$ cat config.mk
export PLATFORM = sky130hd
export DESIGN_NAME = uart_tx_buffered
export DESIGN_NICKNAME = d
export VERILOG_FILES = /design/src/rtl/uart_tx_buffered.sv
export SDC_FILE = /design/constraint.sdc
export NUM_CORES = 1
export LEC_CHECK = 0
export BUFFER_PORTS_ARGS = -buffer_cell sky130_fd_sc_hd__buf_2
export CELL_PAD_IN_SITES_DETAIL_PLACEMENT = 0
export CELL_PAD_IN_SITES_GLOBAL_PLACEMENT = 1
export CORE_ASPECT_RATIO = 0.9
export CORE_MARGIN = 2
export CORE_UTILIZATION = 40
export DETAILED_ROUTE_END_ITERATION = 8
export HOLD_SLACK_MARGIN = 0.05
export PLACE_DENSITY = 0.76
export SYNTH_ARGS = -nofsm -noshare
export SYNTH_HDL_FRONTEND = slang
export SYNTH_SLANG_ARGS = --single-unit
export TNS_END_PERCENT = 5
$ cat constraint.sdc
create_clock -name clk -period 3 [get_ports clk]
set_clock_uncertainty 0.2 [all_clocks]
set_input_delay 0.9 -clock clk [delete_from_list [all_inputs] [get_ports clk]]
set_output_delay 0.9 -clock clk [all_outputs]
set_load 0.005 [all_outputs]
$ cat src/rtl/uart_tx_buffered.sv
// Buffered 8N1 UART transmitter: byte FIFO in front of a serial shifter.
// Baud timing is derived internally from CLK_RATE / BAUD_RATE.
module uart_tx_buffered #(
  parameter int CLK_RATE   = 9600000,
  parameter int BAUD_RATE  = 9600,
  parameter int FIFO_DEPTH = 8
) (
  input  logic                          clk,
  input  logic                          rst,
  input  logic [7:0]                    data_in,
  input  logic                          wr_en,
  output logic                          full,
  output logic [$clog2(FIFO_DEPTH):0]   fifo_count,
  output logic                          overflow,
  output logic                          tx_busy,
  output logic                          RsTx
);

  localparam int BIT_CYCLES = CLK_RATE / BAUD_RATE;
  localparam int AW = $clog2(FIFO_DEPTH);
  localparam int CW = $clog2(BIT_CYCLES);
  localparam logic [CW-1:0] CYC_LAST = CW'(BIT_CYCLES - 1);
  localparam logic [AW:0] CNT_FULL = (AW+1)'(FIFO_DEPTH);

  typedef enum logic [1:0] {
    IDLE,
    START,
    DATA,
    STOP
  } state_e;

  state_e        state_q, state_d;
  logic [CW-1:0] cyc_q, cyc_d;
  logic [2:0]    bit_q, bit_d;
  logic [7:0]    shift_q, shift_d;
  logic          tx_q, tx_d;

  logic [7:0]    mem_q [FIFO_DEPTH];
  logic [AW-1:0] wptr_q, wptr_d;
  logic [AW-1:0] rptr_q, rptr_d;
  logic [AW:0]   count_q, count_d;
  logic          ovf_q, ovf_d;

  logic          push;
  logic          pop;
  logic          bit_done;
  logic          has_data;
  logic [7:0]    head;

  assign full     = (count_q == CNT_FULL);
  assign push     = wr_en & ~full;
  assign has_data = (count_q != '0);
  assign head     = mem_q[rptr_q];
  assign bit_done = (cyc_q == CYC_LAST);

  assign fifo_count = count_q;
  assign overflow   = ovf_q;
  assign tx_busy    = (state_q != IDLE);
  assign RsTx       = tx_q;

  always_comb begin
    state_d = state_q;
    cyc_d   = cyc_q + CW'(1);
    bit_d   = bit_q;
    shift_d = shift_q;
    tx_d    = tx_q;
    pop     = 1'b0;
    unique case (state_q)
      IDLE: begin
        cyc_d = '0;
        tx_d  = 1'b1;
        if (has_data) begin
          pop     = 1'b1;
          shift_d = head;
          tx_d    = 1'b0;
          state_d = START;
        end
      end
      START: begin
        if (bit_done) begin
          cyc_d   = '0;
          bit_d   = '0;
          tx_d    = shift_q[0];
          shift_d = {1'b0, shift_q[7:1]};
          state_d = DATA;
        end
      end
      DATA: begin
        if (bit_done) begin
          cyc_d = '0;
          if (bit_q == 3'd7) begin
            tx_d    = 1'b1;
            state_d = STOP;
          end else begin
            bit_d   = bit_q + 3'd1;
            tx_d    = shift_q[0];
            shift_d = {1'b0, shift_q[7:1]};
          end
        end
      end
      STOP: begin
        if (bit_done) begin
          cyc_d = '0;
          // Chain straight into the next start bit when more bytes wait.
          if (has_data) begin
            pop     = 1'b1;
            shift_d = head;
            tx_d    = 1'b0;
            state_d = START;
          end else begin
            state_d = IDLE;
          end
        end
      end
    endcase
  end

  always_comb begin
    wptr_d  = wptr_q;
    rptr_d  = rptr_q;
    count_d = count_q;
    ovf_d   = ovf_q | (wr_en & full);
    if (push) begin
      wptr_d = wptr_q + AW'(1);
    end
    if (pop) begin
      rptr_d = rptr_q + AW'(1);
    end
    unique case ({push, pop})
      2'b10:   count_d = count_q + (AW+1)'(1);
      2'b01:   count_d = count_q - (AW+1)'(1);
      default: count_d = count_q;
    endcase
  end

  always_ff @(posedge clk) begin
    if (rst) begin
      state_q <= IDLE;
      cyc_q   <= '0;
      bit_q   <= '0;
      shift_q <= '0;
      tx_q    <= 1'b1;
      wptr_q  <= '0;
      rptr_q  <= '0;
      count_q <= '0;
      ovf_q   <= 1'b0;
    end else begin
      state_q <= state_d;
      cyc_q   <= cyc_d;
      bit_q   <= bit_d;
      shift_q <= shift_d;
      tx_q    <= tx_d;
      wptr_q  <= wptr_d;
      rptr_q  <= rptr_d;
      count_q <= count_d;
      ovf_q   <= ovf_d;
    end
  end

  always_ff @(posedge clk) begin
    if (push && !rst) begin
      mem_q[wptr_q] <= data_in;
    end
  end

endmodule

== Word-level counts from Yosys, hierarchy flattened ==
Memories as Yosys holds them, arrays and structs flattened. A register that Yosys moved wholly into a read port is not among the register bits.
Index checks and enable logic that the tools add are counted.

* Memories kept: 1
* Memory bits (writable): 64
* Output and inout port bits: 8
* Register bits after elaboration: 35
* Logic and storage cells: 81
* Input port bits: 11

{| class="wikitable"
|+ Memory list
! name !! depth !! bits a word !! rd ports !! clocked after Yosys merged registers in !! write ports !! RTL line !! source
|-
| mem_q || 8 || 8 || 1 || 1 || 1 || 38 || <nowiki>logic [7:0] mem_q [FIFO_DEPTH];</nowiki>
|}

* Add/sub/neg operators: 6
* Mux-type cells: 34
* Bitwise operators: 4
* Equality and inequality tests: 15
* Reductions and logical operators: 12

{| class="wikitable"
|+ Operator list
! kind !! number
|-
| two-way mux 8 bit || 5
|-
| case mux 8 bit (4 select lines) || 1
|-
| case mux 10 bit (2 select lines) || 1
|-
| two-way mux 3 bit || 5
|-
| inequality test 2 bit (second input constant) || 7
|-
| AND reduction 4 bit || 3
|-
| two-way mux 1 bit || 11
|-
| adder 10 x 1 -> 10 bit (second input constant) || 1
|-
| == test 10 bit (second input constant) || 1
|-
| two-way mux 10 bit || 1
|-
| two-way mux 2 bit || 5
|-
| adder 3 x 1 -> 3 bit (second input constant) || 3
|-
| case mux 2 bit (4 select lines) || 1
|-
| case mux 4 bit (2 select lines) || 1
|-
| == test 2 bit (second input constant) || 3
|-
| case mux 3 bit (2 select lines) || 1
|-
| nonzero test 2 bit || 3
|-
| AND reduction 5 bit || 1
|-
| adder 4 x 1 -> 4 bit (second input constant) || 1
|-
| == test 2 x 1 -> 1 bit (second input constant) || 2
|-
| == test 4 bit (second input constant) || 1
|-
| case mux 1 bit (4 select lines) || 1
|-
| nonzero test 4 bit || 1
|-
| subtractor 4 x 1 -> 4 bit (second input constant) || 1
|-
| 9 further kinds || 10
|}

== Depth between registers and ports, before layout ==
Gate-level depths: netlist (run 1).

* Word-level depth: 6
* Depth in mapped cells: 13
* Gate-level depth less buffers: 12

== Least setup slack after synthesis (run 1) ==
Ideal clock, no wire load.

* Kind: reg2reg
* Start: register state_q[0]
* End: register count_q[2] (netlist: fifo_count[2])
* Path buffers: 1
* Period minus slack after synthesis: 2.760 ns
* Data arrival time: 2.490 ns
* Slack: 0.240 ns
* Required time: 2.729 ns
* Stages on the path, launching flop included: 14
* Path through: dfxtp_1 -> inv_1 -> ha_1 -> clkbuf_1 -> inv_1 -> nand2_1 -> nor2_1 -> ha_1 -> xor2_1 -> ha_1 -> a21oi_1 -> xor2_1 -> or3_1 -> a21oi_1

* Longest elaborated chain between the ends: 4

{| class="wikitable"
|+ RTL lines
! item !! RTL line !! source
|-
| start, declared || 32 || <nowiki>state_e state_q, state_d;</nowiki>
|-
| start signal, assigned || 148 || <nowiki>state_q <= state_d;</nowiki>
|-
| == test 2 bit / zero test 2 bit (equally long branches) || 68 || <nowiki>unique case (state_q)</nowiki>
|-
| case mux 1 bit (2 select lines) (*) || 68 ||
|-
| named net pop || 45 || <nowiki>logic pop;</nowiki>
|-
| == test 2 x 1 -> 1 bit / == test 2 bit (equally long branches) || 129 || <nowiki>unique case ({push, pop})</nowiki>
|-
| case mux 4 bit (2 select lines) / nonzero test 2 bit (equally long branches) || -- ||
|-
| end signal, assigned || 155 || <nowiki>count_q <= count_d;</nowiki>
|-
| end, declared || 41 || <nowiki>logic [AW:0] count_q, count_d;</nowiki>
|}

The timed path passes the listed nets; every way through them passes the cells marked *.
A chain may end at the register's enable or synchronous reset.

== Worst setup path in the final report (run 1) ==
* Start: register count_q[0] (netlist: fifo_count[0])
* End: register count_q[2] (netlist: fifo_count[2])

* Longest elaborated chain between the ends: 6

{| class="wikitable"
|+ RTL lines
! item !! RTL line !! source
|-
| nonzero test 4 bit (*) || 52 || <nowiki>assign has_data = (count_q != '0);</nowiki>
|-
| two-way mux 1 bit (*) || 72, 105 ||
|-
| two-way mux 1 bit || 102 || <nowiki>if (bit_done) begin</nowiki>
|-
| case mux 1 bit (2 select lines) (*) || 68 ||
|-
| named net pop || 45 ||
|-
| == test 2 x 1 -> 1 bit / == test 2 bit (equally long branches) || 129 ||
|-
| case mux 4 bit (2 select lines) / nonzero test 2 bit (equally long branches) || -- ||
|}

Marked as above.

==> impl_metrics.csv, run 1 <==
group,metric,value,unit
sta,tightestPinTransition,0.755,ns
logic_synthesis,netlist_instances,356,
grt,grt_pass1_vias,2818,
worst_setup_path,crit_start,"fifo_count[0]",
detailed_routing,drt_iter0_markers,129,
worst_setup_path,arrival,2.82,ns
place,place_hpwl,5.93,mm
worst_setup_path,rr_worst_depth,10,
floorplanning,die_area,12100,um^2
cts,cts_buffer_depth,2,
detailed_routing,post-route-drc-count,0,
worst_setup_path,endpoint,"fifo_count[2]",
logic_synthesis,yosysSeqAreaShare,59.8,%
worst_setup_path,r2r_setup_slack,0.25,ns
logic_synthesis,synth.area.top_cells,"edfxtp_1, dfxtp_1, mux2i_1, ha_1, nor2_1",
sta,fin_tns_setup,0,ns
logic_synthesis,synthTopCellsByCount,"edfxtp_1, dfxtp_1, nor2_1, mux2i_1, nand2_1",
logic_synthesis,synth_async_sr_flop_share,0,%
grt,grt_max_degree,27,
cts,clock_latency,0.34,ns
logic_synthesis,yosysUniqueCellTypes,55,
sta,whs,0.256,ns
layout,area_growth,13.5,%
cts,numCtsBuffers,9,
logic_synthesis,synthXorXnorAreaFrac,2.54,%
power_and_ir_drop,peakVddDrop,0.332,mV
floorplanning,start_util,41.2,%
cts,clk_pin_slew,0.06,ns
power_and_ir_drop,p_per_area,826,nW/um^2
logic_synthesis,yosysWarnings,0,
floorplanning,core,10900,um^2
logic_synthesis,syn_area,4490,um^2
layout,final_core_util,46.7,%
grt,grt_overflow,0,
logic_synthesis,syn-mean-instance-area,12.6,um^2
place,gp_congestion,0.777,
place,io_buffer_count,18,
floorplanning,io_pins,19,
logic_synthesis,synth_mux_area_share,8.25,%
layout,diodes,0,
detailed_routing,vias,2909,
logic_synthesis,synth.most_common_cell,"edfxtp_1",
logic_synthesis,synth_flop_cell,"edfxtp_1",
floorplanning,fp.dieW,116,um
grt,grt_pass1_wl,14.6,mm
worst_setup_path,end_kind,"flop",
logic_synthesis,synthSimpleGateAreaFrac,13.0,%
cts,numClockSinks,102,
sta,timing.slew.headroom,49.6,%
logic_synthesis,yosysTopAreaCellShare,42.8,%
logic_synthesis,ys_ff_latch,102,
detailed_routing,via_per_inst,5.38,
logic_synthesis,synth_top_area_cell,"edfxtp_1",
cts,cts_tree,"done",
floorplanning,die_h,104,um
cts,htreeDepth,3,
hold_path,hp-start,"cyc_q[0]",
sta,hold_viol_final,0,
worst_setup_path,start_kind,"flop",
detailed_routing,wl,8.87,mm
sta,fmax,363,MHz
sta,setup_violations,0,
power_and_ir_drop,p_leak,1.74,nW
floorplanning,rows,36,
run_status,status,"finished clean",
layout,drive_gt1_share,16.5,%
layout,nNetsFinal,408,
sta,period_share,91.8,%
worst_setup_path,r2r-end,"fifo_count[2]",
grt,antenna_found_initial,0,
sta,final-max-slew-violation-count,0,
cts,cts_root_buf,"clkbuf_16",
worst_setup_path,crit_path_max_fanout,9,
sta,rsz0062_at_grt,"false",
sta,finalWorstSetupSlack,0.247,ns
worst_setup_path,reg2reg_from,"fifo_count[0]",
logic_synthesis,synth_edf_count,64,
logic_synthesis,synth_fp_nets,380,
job,cap_violations,0,
worst_setup_path,critical_path_class,"flop to flop",
place,dp_slack,0.137,ns
grt,track_usage,15.6,%
logic_synthesis,synth_top_family_by_area,"simple AND/OR/NAND/NOR gates",
sta,layout_min_cycle_time,2.75,ns
detailed_routing,ant_nets,0,
detailed_routing,dr.pass1.iters,4,
logic_synthesis,synthAdderAreaFrac,3.63,%
logic_synthesis,synth_compound_area_share,10.1,%
detailed_routing,avgRoutedWirePerCell,16.4,um
worst_setup_path,worstPathRequired,3.07,ns
hold_path,min_path_type,"flop to flop",
worst min path at each step:
stage	endpoint	slack, ns	cells after the start
floorplan	cyc_q[0]	0.22	1
global placement	cyc_q[0]	0.23	1
detailed placement	cyc_q[0]	0.25	1
CTS	cyc_q[0]	0.26	1
global route	cyc_q[0]	0.29	1
finish	cyc_q[0]	0.26	1
layer usage:
layer	up-vias	part of all wire, %	track usage, %
met2	35	46	23.3
li1	1407	-	-
met3	11	2.6	2.10
met4	0	1.6	6.12
met5	-	0	0
met1	1456	50	22.8
worst max-delay path, stage by stage (launching register included):
cell and delay [ns]:
dfxtp_1 0.41, or4_1 0.59, nand2_1 0.16, nor2_2 0.08, ha_2 0.21, xor2_1 0.15, ha_1 0.19, a21oi_1 0.16
xor2_1 0.10, or3_1 0.31, a21oi_1 0.14
stage by stage:
step / instances / area, um^2 / power [mW]
floorplan: 356 / 4490 / 2.75
finish: 541 / 5090 / 4.21
global route: 541 / 5090 / 4.47
detailed placement: 525 / 4790 / 3.12
global placement: 525 / 4790 / 3.09
CTS: 541 / 5080 / 4.22
cells in the final DEF (no fill, tap or decap), types with 4 or more instances in the layout:
cell	instances
o21ai_0	6
inv_1	10
nor2b_1	4
xnor2_1	5
edfxtp_1	64
a22oi_1	6
ha_1	12
a21oi_1	15
mux2i_1	28
dfxtp_1	38
and2_1	7
a41oi_1	6
o311ai_1	7
or3_1	10
buf_2	18
nand2_1	17
xor2_1	8
nor3_1	8
nand3_1	11
clkbuf_16	9
nor2_1	29
buf_4	15
nand2b_1	4
registers in the layout, indices dropped and copies added, names as in the netlist, named ones only:
register    count
rptr_q          3
mem_q          64
RsTx            1
overflow        1
wptr_q          3
cyc_q          10
fifo_count      4
bit_q           3
shift_q         8
state_q         2
repair_timing:
item,CTS,global route
hold buffers,0,0
hold endpoints to repair,0,0
resized for setup,0,4
buffers inserted,0,0
setup endpoints to repair,0,1
where the power goes:
| group | switching (mW) | internal (mW) |
|---|---|---|
| logic | 0.763 | 0.593 |
| clock network | 0.521 | 0.576 |
| registers | 0.130 | 1.62 |
| total | 1.41 | 2.79 |
final cells by class:
class | instances | area (um^2)
fill | 1006 | 5810
sequential | 102 | 2680
multi-input combinational | 228 | 1700
clock buffer | 10 | 229
timing repair buffer | 33 | 203
tap | 152 | 190
clock inverter | 6 | 53.8
inverter | 10 | 37.5
cells by family (layout without fill, tap and decap cells):
logic type / after synthesis / count (layout)
simple gates: 107 / 107
flops: 102 / 102
compound gates: 62 / 62
mux: 33 / 33
buf+inv: 26 / 59
fa+ha+maj: 13 / 13
xor+xnor: 13 / 13
Note: power is estimated with default switching activity, not from simulation.
==> run 2, diff against run 1 <==
CORE_MARGIN = unset   (was 2)
MAX_ROUTING_LAYER = met4   (was unset)
SKIP_CTS_REPAIR_TIMING = 1   (was unset)
==> run 2 against run 1 <==
  * Die area shrank 3.6%
  * Combinational power about the same
  * Largest power group unchanged
  * Sequential power is essentially flat
  * Critical endpoint is now full
  * Clock power rose by 16%
  * Worst setup slack worse by 0.12 ns
  * Total power is 4.0% higher
  * Sequential share of layout area decreased by 0.59 points
  * Non-clock buffer count rose by 1
  * Cell count rose by 0.18%
==> impl_metrics.csv, run 2 (synthesized netlist as in run 1, its figures left out) <==
group,metric,value,unit
detailed_routing,post-route-drc-count,0,
detailed_routing,dr_wl_met2,4.05,mm
detailed_routing,via_per_inst,5.31,
power_and_ir_drop,power_frac_comb,30.6,%
sta,finalWorstSetupSlack,0.130,ns
hold_path,min_path_type,"flop to flop",
floorplanning,start_util,41.3,%
sta,fmax,348,MHz
worst_setup_path,crit_path_max_fanout,9,
place,gp_congestion,0.740,
sta,final-max-slew-violation-count,0,
floorplanning,die_h,102,um
detailed_routing,ant_nets,0,
sta,period_share,95.7,%
grt,grt_overflow,0,
cts,clk_pin_slew,0.07,ns
sta,fin_tns_setup,0,ns
power_and_ir_drop,p_leak,1.78,nW
worst_setup_path,critical_path_class,"flop to output port",
cts,numCtsBuffers,9,
place,io_buffer_count,18,
layout,most-common-layout-cells,"edfxtp_1, dfxtp_1, nor2_1",
job,cap_violations,0,
cts,htreeDepth,3,
sta,timing.slew.headroom,52.5,%
cts,cts_root_buf,"clkbuf_16",
floorplanning,io_pins,19,
layout,top_regs,"mem_q x64, cyc_q x10, shift_q x8",
cts,numClockSinks,102,
cts,cts_buffer_depth,2,
power_and_ir_drop,clock_power_share,29.2,%
detailed_routing,wl_met1,4.42,mm
place,dp_slack,0.164,ns
layout,drive_gt1_share,16.4,%
power_and_ir_drop,p_per_area,849,nW/um^2
cts,cts_tree,"done",
floorplanning,fp.dieW,114,um
detailed_routing,top_layer,"met4",
floorplanning,rows,36,
layout,nNetsFinal,409,
grt,track_usage,17.1,%
cts,clock_latency,0.35,ns
detailed_routing,avgRoutedWirePerCell,16.6,um
layout,largest_register,"mem_q",
worst_setup_path,arrival,1.77,ns
detailed_routing,vias,2877,
place,place_hpwl,5.96,mm
sta,tightestPinTransition,0.711,ns
floorplanning,core,10900,um^2
worst_setup_path,worstPathRequired,1.90,ns
layout,final_area,5150,um^2
detailed_routing,wl,8.97,mm
power_and_ir_drop,p_int,2.96,mW
grt,antenna_found_initial,0,
sta,rsz0062_at_grt,"false",
run_status,status,"finished clean",
detailed_routing,drt_iter0_markers,143,
worst_setup_path,end_kind,"output port",
power_and_ir_drop,power.switching,1.41,mW
power_and_ir_drop,peakVddDrop,0.340,mV
sta,hold_viol_final,0,
layout,largest_reg_flops,64,
power_and_ir_drop,p_sw_share,32.3,%
worst_setup_path,start_kind,"flop",
grt,grt_max_degree,26,
layout,diodes,0,
layout,area_growth,14.8,%
grt,grt_pass1_wl,14.4,mm
grt,grt_pass1_vias,2798,
layout,layout_commonest_cell,"edfxtp_1",
detailed_routing,wl_met3,342,um
place,placed_cell_area,4810,um^2
sta,setup_violations,0,
detailed_routing,dr.pass1.iters,4,
power_and_ir_drop,power_frac_seq,40.2,%
sta,layout_min_cycle_time,2.87,ns
floorplanning,die_area,11600,um^2
==> run 2: cell count changes in the layout (fill, tap and decap cells not counted), sizes merged <==
| cell | previous run | this run |
|---|---|---|
| buf | 33 | 34 |
| bufinv | 0 | 2 |
| clkbuf | 10 | 9 |
| clkinvlp | 3 | 1 |
| inv | 12 | 13 |
==> run 2: layout make-up <==
cell class	count	area, um^2
Clock buffer	9	225
Clock inverter	7	104
Fill cell	970	5700
Inverter	10	37.5
Multi-Input combinational cell	228	1690
Sequential cell	102	2680
Tap cell	152	190
Timing Repair Buffer	34	223
==> run 2: metrics by stage <==
| step | cells | hold WS (ns) | total power, mW | util, % |
|---|---|---|---|---|
| floorplan | 356 | 0.218 | 2.75 | - |
| global placement | 526 | 0.230 | 3.10 | 44.4 |
| detailed placement | 526 | 0.239 | 3.13 | 44.4 |
| CTS | 542 | 0.255 | 4.40 | 47.4 |
| global route | 542 | 0.298 | 4.62 | 47.5 |
| finish | 542 | 0.249 | 4.37 | 47.5 |
==> run 2: worst max-delay path, stage by stage, from the launching register on <==
cell     delay [ns]
dfxtp_1        0.41
or4b_2         0.78
inv_1          0.12
buf_2          0.11
==> run 2: path summary, 6_finish.rpt <==
| check | start | slack [ns] | cells after the start | end |
|---|---|---|---|---|
| worst max register to register | fifo_count[0] | 0.16 | 9 | fifo_count[2] |
| worst min-delay path | cyc_q[0] | 0.25 | 1 | cyc_q[0] |
| worst max-delay path | fifo_count[0] | 0.13 | 3 | full |
| worst min register to register | cyc_q[0] | 0.25 | 1 | cyc_q[0] |
==> run 2: per-layer routing <==
| layer | vias up | GRT usage [%] |
|---|---|---|
| met5 | - | - |
| met4 | 0 | 7.89 |
| met1 | 1411 | 23.1 |
| li1 | 1407 | - |
| met2 | 50 | 25.6 |
| met3 | 9 | 2.55 |
==> run 2: power groups by stage <==
stage          Sequential (mW)  Clock [mW]  Combinational [mW]
3_5_place_dp              1.79           0                1.34
6_report                  1.76        1.28                1.34
2_1_floorplan             1.74           0                1.01
5_1_grt                   1.77        1.35                1.50
4_1_cts                   1.76        1.30                1.34
3_3_place_gp              1.78           0                1.32
